[config.mk]
export PLATFORM = sky130hd
export DESIGN_NAME = fetch_unit
export DESIGN_NICKNAME = d
export VERILOG_FILES = /design/src/rtl/fetch_unit.sv
export SDC_FILE = /design/constraint.sdc
export NUM_CORES = 1
export LEC_CHECK = 0
export CAP_MARGIN = 20
export CORE_MARGIN = 8
export CORE_UTILIZATION = 53
export CTS_CLUSTER_SIZE = 30
export DETAILED_ROUTE_END_ITERATION = 6
export PLACE_DENSITY = 0.95
export SYNTH_ARGS = -nofsm -noshare
export SYNTH_HDL_FRONTEND = slang
export SYNTH_SLANG_ARGS = --single-unit
[constraint.sdc]
create_clock -name clk -period 4.2 [get_ports clk]
set_clock_uncertainty 0.2 [all_clocks]
set_input_delay 0.84 -clock clk [delete_from_list [all_inputs] [get_ports clk]]
set_output_delay 0.84 -clock clk [all_outputs]
set_load 0.005 [all_outputs]
[src/rtl/fetch_unit.sv]
// Instruction fetch unit: PC register, a single-outstanding prefetch into a
// one-entry buffer, and the instruction register with its decoded fields.
module fetch_unit (
    input  logic        clk,
    input  logic        rst,
    input  logic        pc_rst,
    input  logic        pc_write,
    input  logic        pc_sel,
    input  logic        br_sel,
    input  logic        ir_load,
    output logic [15:0] imem_addr,
    output logic        imem_req,
    input  logic        imem_ack,
    input  logic [31:0] imem_rdata,
    output logic [31:0] ir,
    output logic [3:0]  opcode,
    output logic [3:0]  mm,
    output logic [15:0] imm,
    output logic [15:0] pc,
    output logic        fetch_stall
);

    typedef enum logic [1:0] {
        S_IDLE = 2'd0,
        S_REQ  = 2'd1,
        S_HOLD = 2'd2
    } state_e;

    state_e      state_q, state_d;
    logic        stale_q, stale_d;
    logic [31:0] buf_q, buf_d;
    logic [31:0] ir_q, ir_d;
    logic [15:0] pc_q, pc_d;

    logic        pc_we;
    logic        pc_chg;
    logic        req_c;

    always_comb begin
        fetch_stall = ir_load && (state_q != S_HOLD);
        pc_we       = pc_write && !fetch_stall;
        pc_chg      = pc_rst || pc_we;
    end

    // Branch offsets/targets come from the instruction already in ir.
    always_comb begin
        pc_d = pc_q;
        if (pc_rst) begin
            pc_d = 16'h0000;
        end else if (pc_we) begin
            if (!pc_sel) begin
                pc_d = pc_q + 16'd1;
            end else if (br_sel) begin
                pc_d = ir_q[15:0];
            end else begin
                pc_d = pc_q + ir_q[15:0];
            end
        end
    end

    always_comb begin
        state_d = state_q;
        stale_d = stale_q;
        buf_d   = buf_q;
        ir_d    = ir_q;
        req_c   = 1'b0;
        case (state_q)
            S_IDLE: begin
                // Only launch a read once the PC is stable for this cycle.
                if (!pc_chg) begin
                    req_c   = 1'b1;
                    state_d = S_REQ;
                end
            end
            S_REQ: begin
                req_c = 1'b1;
                if (imem_ack) begin
                    stale_d = 1'b0;
                    state_d = S_IDLE;
                    if (!stale_q && !pc_chg) begin
                        buf_d   = imem_rdata;
                        state_d = S_HOLD;
                    end
                end else if (pc_chg) begin
                    stale_d = 1'b1;
                end
            end
            S_HOLD: begin
                if (ir_load) begin
                    ir_d    = buf_q;
                    state_d = S_IDLE;
                end else if (pc_chg) begin
                    state_d = S_IDLE;
                end
            end
            default: begin
                state_d = S_IDLE;
                stale_d = 1'b0;
            end
        endcase
    end

    always_ff @(posedge clk or posedge rst) begin
        if (rst) begin
            state_q <= S_IDLE;
            stale_q <= 1'b0;
            buf_q   <= 32'h0;
            ir_q    <= 32'h0;
            pc_q    <= 16'h0;
        end else begin
            state_q <= state_d;
            stale_q <= stale_d;
            buf_q   <= buf_d;
            ir_q    <= ir_d;
            pc_q    <= pc_d;
        end
    end

    assign imem_req  = req_c && !rst;
    assign imem_addr = pc_q;
    assign pc        = pc_q;
    assign ir        = ir_q;
    assign opcode    = ir_q[31:28];
    assign mm        = ir_q[27:24];
    assign imm       = ir_q[15:0];

endmodule

==> out/metrics.cfg, run 1 <==
[worst_setup_path]
startpoint = ir_load
worstSetupPathType = input pin to output pin
cp-start-kind = input pin
reg2reg_slack_ns = 1.29
cp-end-kind = output pin
crit_arrival_ns = 2.71
endpoint = imem_req
r2r-end = imem_addr[10]
required_ns = 3.16
crit_path_max_fanout = 13
r2r_start = imem_addr[0]
rr_worst_depth = 10

[detailed_routing]
routed.top_layer = met4
drt-met1-wl_um = 4820
first_pass_iters = 5
drcViolationCount = 0
postRouteAntennaNets = 0
vias_per_cell = 5.77
vias = 3714
met2WireLength_um = 5900
wl_um = 12200
routed-wl-met3_um = 1210
wl_per_cell_um = 18.9
drt-initial-drc-count = 149

[sta]
post-route-min-period_ns = 3.75
final.period_utilization_pct = 89.3
worstMarginPinSlew_ns = 0.816
fmax_mhz = 267
fin_setup_tns_ns = 0
final_max_slew_viol_count = 0
hold_violations = 0
setup_viol = 0
slew_headroom_pct = 45.4
rsz0062_at_grt = false

[cells_and_area]
drive_gt1_share_pct = 12.1
final_net_count = 588
synthToLayoutAreaGrowth_pct = 27.3
final_cell_mix = clkdlybuf4s50_1 (129), dfrtp_1 (83), mux2_2 (35)
layout_commonest_cell = clkdlybuf4s50_1
insertedDiodeCount = 0

[floorplanning]
num_io_pins = 130
fp.dieArea_um2 = 12200
start_util_pct = 54.6
core_area_um2 = 8680
row_count = 34
dieHeight_um = 111
die_w_um = 111

[synth]
synth_area_leader_cell = dfrtp_1
dominantRegCellSynth = dfrtp_1
avgSynthCellArea_um2 = 10.7
async_flop_share_pct = 100
yosysSeqAreaShare_pct = 43.8
netlist-cell-type-count = 58
synth_area_um2 = 4740
ys_ff_latch = 83
synth.area.top_cells = dfrtp_1 (44%), mux2_2 (8.3%), mux2_1 (7.1%)
synth_top_area_share_pct = 43.8
synth_cells = 445
synth_nets = 502
yosys_warnings = 0
synth_edf_count = 0

[global_routing]
antenna_found_initial = 0
grt_max_degree = 46
overflow = 0
track_usage_pct = 19.8
grt_pass1_vias = 3990
grt_pass1_wl_um = 20300

[placed_design]
port_buffers = 129
gp_congestion = 0.923
dp_hpwl_um = 9220

[cts]
clockRootBuffer = clkbuf_8
clkSinkCount = 83
clk_pin_slew_ns = 0.09
cts.repair.resized = 0
clk_latency_ns = 0.36
cts_made_buffers = 9
cts_tree = yes
post_cts_buffers = 0
ctsHoldBuffers = 0
cts_buffer_depth = 2
htree_levels = 3

[hold_path]
whs_path_depth = 1
hold_start = buf_q[11]
hold_class = flop to flop

[run]
drv_cap = 0

[power]
finalPower_mw = 3.10
p_leak_nw = 2.61
power.density_nw_per_um2 = 514
ir_worst_vdd_v = 0.000405

[status]
outcome = complete, no violations

-- area by class of cell --
class	instances	area, um2
multi-input combinational	296	2260
inverter	8	31.3
clock buffer	10	128
tap	108	135
clock inverter	6	72.6
timing repair buffer	133	1330
sequential	83	2080
fill	627	2640
-- worst max-delay path, stage by stage --
cell and delay, ns:
clkdlybuf4s50_1 0.50, nand2_1 0.13, and2_4 0.24, nor2_4 0.21, nor2_1 0.07, nor3_1 0.16, clkdlybuf4s50_1 0.56
-- metrics by stage --
step,hold slack [ns],worst slack (ns),util (%),area [um2],instances
2_1_floorplan,0.260,1.02,-,4740,445
6_report,0.292,0.451,69.6,6040,644
3_5_place_dp,0.279,0.519,67.2,5840,628
5_1_grt,0.311,0.348,69.6,6040,644
3_3_place_gp,0.269,0.525,67.2,5840,628
4_1_cts,0.299,0.491,69.6,6040,644
-- power by group --
part / internal, mW / switching [mW] / leakage, nW
Combinational: 0.730 / 0.426 / 1.45
Clock: 0.281 / 0.317 / 0.0910
Sequential: 1.09 / 0.258 / 1.07
-- layer usage --
layer  vias to the layer above  global-route usage, %
met5                         -                      0
met4                         0                   8.02
met3                        20                   6.39
met2                       190                   33.2
met1                      1776                   22.7
li1                       1728                      -
-- logic make-up (layout without fill, tap and decap cells) --
logic type,Yosys count,count (layout),synth area share [%]
multiplexers,70,70,16.5
flip-flops,83,83,43.8
XOR/XNOR,16,16,3.11
adder cells (fa/ha/maj),17,17,4.64
AO/OA/AOI/OAI,87,87,11.8
AND/OR/NAND/NOR,106,106,11.5
buffers and inverters,66,157,8.55
-- cell usage after synthesis, types with 6 or more instances --
master	n
a21oi_1	26
buf_4	41
clkbuf_1	12
dfrtp_1	83
ha_1	16
inv_1	8
mux2_1	30
mux2_2	35
nand2_1	26
nand2b_1	7
nand3_1	12
nor2_1	29
nor3_1	6
o21ai_0	15
o21ai_1	10
xnor2_1	11
-- sequential cells by signal, summed over array words and instances (netlist names) --
name,count
ir,32
stale_q,1
buf_q,32
imem_addr,16
state_q,2
-- worst min-delay path by stage --
stage               slack [ns]   endpoint
floorplan                 0.26   buf_q[0]
global placement          0.27  buf_q[31]
detailed placement        0.28  buf_q[11]
CTS                       0.30  buf_q[11]
global route              0.31  buf_q[28]
finish                    0.29  buf_q[11]
No activity file was read; power rests on OpenSTA's default activity.
==> run 2, diff against run 1 <==
Settings changed: CTS_BUF_LIST set to sky130_fd_sc_hd__clkbuf_16.
==> run 2 against run 1 <==
Against the previous run:
- non-clock buffer count unchanged
- sequential cell count unchanged
- fmax increased by 0.53%
- global-route usage increased by 0.51 points
- critical path depth unchanged
- first-iteration DRC count decreased by 10%
- register-to-register slack improved by 0.02 ns
- die area unchanged
- sequential power about the same
- clock power increased by 35%
==> out/metrics.cfg, run 2 (same netlist as run 1, synthesis figures left out) <==
[detailed_routing]
drcViolationCount = 0
drt-initial-drc-count = 134
wl_per_cell_um = 19.2
wl_um = 12400
postRouteAntennaNets = 0
vias_per_cell = 5.81
first_pass_iters = 6
vias = 3741

[worst_setup_path]
required_ns = 3.16
crit_arrival_ns = 2.69
crit_path_max_fanout = 13
cp-start-kind = input pin
worstSetupPathType = input pin to output pin
cp-end-kind = output pin

[hold_path]
hold_class = flop to flop

[floorplanning]
die_w_um = 111
start_util_pct = 54.6
core_area_um2 = 8680
row_count = 34
dieHeight_um = 111
num_io_pins = 130
fp.dieArea_um2 = 12200

[cts]
clk_latency_ns = 0.34
post_cts_buffers = 0
clockRootBuffer = clkbuf_16
cts_buffer_depth = 2
ctsHoldBuffers = 0
clkSinkCount = 83
htree_levels = 3
cts.repair.resized = 0
cts_made_buffers = 9
clk_pin_slew_ns = 0.06
cts_tree = yes

[placed_design]
dpl_cell_area_um2 = 5840
place_ws_ns = 0.519
port_buffers = 129
dp_hpwl_um = 9220
place_inst = 628
gp_congestion = 0.923

[sta]
setup_viol = 0
fmax_mhz = 268
layout_setup_ws_ns = 0.471
post-route-min-period_ns = 3.73
final_max_slew_viol_count = 0
worstMarginPinSlew_ns = 0.821
rsz0062_at_grt = false
slew_headroom_pct = 45.1
fin_setup_tns_ns = 0
final.period_utilization_pct = 88.8
hold_violations = 0

[run]
drv_cap = 0

[global_routing]
antenna_found_initial = 0
overflow = 0
track_usage_pct = 20.3
grt_pass1_wl_um = 20600
grt_pass1_vias = 4011
grt_max_degree = 46

[cells_and_area]
nFillCells = 612
final_net_count = 588
layout_commonest_cell = clkdlybuf4s50_1
synthToLayoutAreaGrowth_pct = 29.5
final_cell_mix = clkdlybuf4s50_1 (129), dfrtp_1 (83), mux2_2 (35)
drive_gt1_share_pct = 12.1
fin_area_um2 = 6140
insertedDiodeCount = 0
fin_cells = 644

[power]
finalPower_mw = 3.32
p_leak_nw = 2.66
ir_worst_vdd_v = 0.000406
power.density_nw_per_um2 = 542

[status]
outcome = complete, no violations

[run 2: changes by cell type in the layout (fill, tap and decap cells not counted), sizes merged]
| cell | delta |
|---|---|
| clkbuf | -1 |
| inv | +1 |
[run 2: critical path, stage by stage]
cell	delay, ns
clkdlybuf4s50_1	0.50
nand2_1	0.13
and2_4	0.24
nor2_4	0.21
nor2_1	0.06
nor3_1	0.16
clkdlybuf4s50_1	0.56
[run 2: final timing paths]
kind	end	slack, ns	startpoint	depth (start not counted)
worst max-delay path	imem_req	0.47	ir_load	7
worst min-delay path	buf_q[9]	0.29	buf_q[9]	1
worst max register to register	imem_addr[10]	1.31	imem_addr[0]	10
worst min register to register	buf_q[9]	0.29	buf_q[9]	1
max in group asynchronous	imem_addr[3]	2.38	rst	3
min in group asynchronous	buf_q[7]	0.75	rst	2
[run 2: layout make-up]
| class | count | area (um2) | area share, % |
|---|---|---|---|
| inverter | 8 | 31.3 | 0.510 |
| sequential | 83 | 2080 | 33.8 |
| timing repair buffer | 133 | 1330 | 21.7 |
| tap | 108 | 135 | 2.20 |
| multi-input combinational | 296 | 2260 | 36.8 |
| clock inverter | 7 | 76.3 | 1.24 |
| clock buffer | 9 | 225 | 3.67 |
[run 2: power breakdown]
group          total, mW  switching [mW]  internal (mW)
clock              0.810           0.345          0.465
sequential          1.35           0.261           1.09
combinational       1.16           0.432          0.730
total               3.32            1.04           2.29
[run 2: per-layer routing]
| layer | track usage, % | wire length [um] | vias to the layer above |
|---|---|---|---|
| li1 | - | - | 1728 |
| met1 | 22.6 | 4830 | 1789 |
| met2 | 34.4 | 6100 | 195 |
| met3 | 8.06 | 1190 | 29 |
| met4 | 6.76 | 262 | 0 |
| met5 | 0 | 0 | - |
[run 2: per-stage QoR]
step                      utilization, %  hold WS (ns)
final                               70.7         0.289
after global routing                70.7         0.304
after CTS                           70.7         0.295
after detailed placement            67.2         0.279
after global placement              67.2         0.269
after floorplan                        -         0.260
==> run 3, diff against run 2 <==
Settings changed: CORE_UTILIZATION 53 to 59, CTS_CLUSTER_SIZE 30 to 12, DONT_BUFFER_PORTS set to 1, PLACE_DENSITY 0.95 to 0.86.
==> run 3 against run 2 <==
Against the previous run:
- die area decreased by 8.7%
- final area is 22% lower
- first-iteration DRC count rose by 25%
- sequential share of layout area rose by 9.5 points
- sequential cell count stayed put
- clock-buffer cell count stayed put
- power down 18%
- worst setup slack better by 0.77 ns
- critical path depth grew 3
- via count is 16% lower
- sequential power is 4% higher
- clock power is 8.9% lower
- critical endpoint is now imem_addr[10]
==> out/metrics.cfg, run 3 (same netlist as run 1, synthesis figures left out) <==
[cts]
htree_levels = 3
clk_latency_ns = 0.34
post_cts_buffers = 0
cts_made_buffers = 9
ctsHoldBuffers = 0
clockRootBuffer = clkbuf_16
clkSinkCount = 83
clk_pin_slew_ns = 0.07
cts_tree = yes
cts_buffer_depth = 2
cts.repair.resized = 0

[detailed_routing]
wl_per_cell_um = 20.5
postRouteAntennaNets = 0
wl_um = 10400
drcViolationCount = 0
vias = 3156
vias_per_cell = 6.21
first_pass_iters = 5
drt-initial-drc-count = 167

[global_routing]
track_usage_pct = 19.0
grt_pass1_vias = 3219
grt_max_degree = 50
antenna_found_initial = 2
overflow = 0
grt_pass1_wl_um = 17100

[floorplanning]
die_w_um = 106
core_area_um2 = 7770
fp.dieArea_um2 = 11200
row_count = 32
num_io_pins = 130
dieHeight_um = 106
start_util_pct = 61.0

[cells_and_area]
nFillCells = 623
synthToLayoutAreaGrowth_pct = 0.976
final_cell_mix = dfrtp_1 (83), mux2_2 (35), mux2_1 (30)
final_net_count = 457
layout_commonest_cell = dfrtp_1
drive_gt1_share_pct = 15.6

[placed_design]
port_buffers = 0
gp_congestion = 0.838
dp_hpwl_um = 7580

[sta]
final.period_utilization_pct = 70.4
final_max_slew_viol_count = 0
fmax_mhz = 338
slew_headroom_pct = 44.5
setup_viol = 0
hold_violations = 0
post-route-min-period_ns = 2.96
worstMarginPinSlew_ns = 0.831
rsz0062_at_grt = false
fin_setup_tns_ns = 0

[status]
outcome = complete, no violations

[hold_path]
hold_class = flop to flop

[worst_setup_path]
cp-end-kind = flop
crit_slowest_cell = dfrtp_1
cp-start-kind = flop
crit_chain = ha_1 -> inv_1 -> fa_1 -> and2b_1 -> o211a_1 -> nor2_1 -> o31ai_2 -> xor2_1 -> o221ai_1 -> a211oi_1
cpPeakStageDelay_ns = 0.53
path_delay_family = compound AO/OA/AOI/OAI gates
required_ns = 4.24
worstSetupPathType = flop to flop
crit_path_max_fanout = 9
crit_buf_inv = 1
crit_arrival_ns = 3.00

[power]
p_leak_nw = 2.17
ir_worst_vdd_v = 0.000401
finalPower_mw = 2.73
power.density_nw_per_um2 = 570

[run]
drv_cap = 0

-- run 3: worst paths after layout --
path                              start             to  slack (ns)  depth (start not counted)
min                            buf_q[0]       buf_q[0]        0.29                          1
max reg2reg                imem_addr[0]  imem_addr[10]        1.24                         10
max                        imem_addr[0]  imem_addr[10]        1.24                         10
min in group asynchronous           rst         ir[20]        0.32                          1
min reg2reg                    buf_q[0]       buf_q[0]        0.29                          1
max in group asynchronous           rst  imem_addr[14]        2.55                          2
-- run 3: routing by layer --
layer | vias to the layer above | routed length [um] | GRT usage [%]
li1 | 1466 | - | -
met1 | 1542 | 4230 | 22.7
met2 | 131 | 5010 | 30.2
met3 | 15 | 1030 | 8.40
met4 | 2 | 131 | 5.73
met5 | - | 8 | 0
-- run 3: stage by stage --
| step | util, % | std cells | instance area (um2) | hold slack (ns) | worst slack [ns] |
|---|---|---|---|---|---|
| finish | 61.6 | 508 | 4790 | 0.286 | 1.24 |
| global route | 61.6 | 508 | 4790 | 0.304 | 1.13 |
| CTS | 61.6 | 507 | 4780 | 0.291 | 1.28 |
| detailed placement | 58.1 | 491 | 4510 | 0.277 | 1.37 |
| global placement | 58.1 | 491 | 4510 | 0.270 | 1.45 |
| floorplan | - | 445 | 4740 | 0.260 | 1.02 |
-- run 3: power breakdown --
part	internal (mW)	total, mW	switching (mW)
Clock	0.403	0.738	0.335
Sequential	1.09	1.40	0.311
Combinational	0.319	0.592	0.273
Total	1.81	2.73	0.919
-- run 3: cell type report --
type / count / area (um2) / share of cell area (%)
diodes: 1 / 2.50 / 0.0523
repair buffers: 2 / 15.0 / 0.314
clock inverters: 7 / 50.0 / 1.05
multi-input cells: 296 / 2260 / 47.2
well taps: 102 / 128 / 2.67
flip-flops and latches: 83 / 2080 / 43.4
inverters: 8 / 31.3 / 0.653
clock buffers: 9 / 225 / 4.70
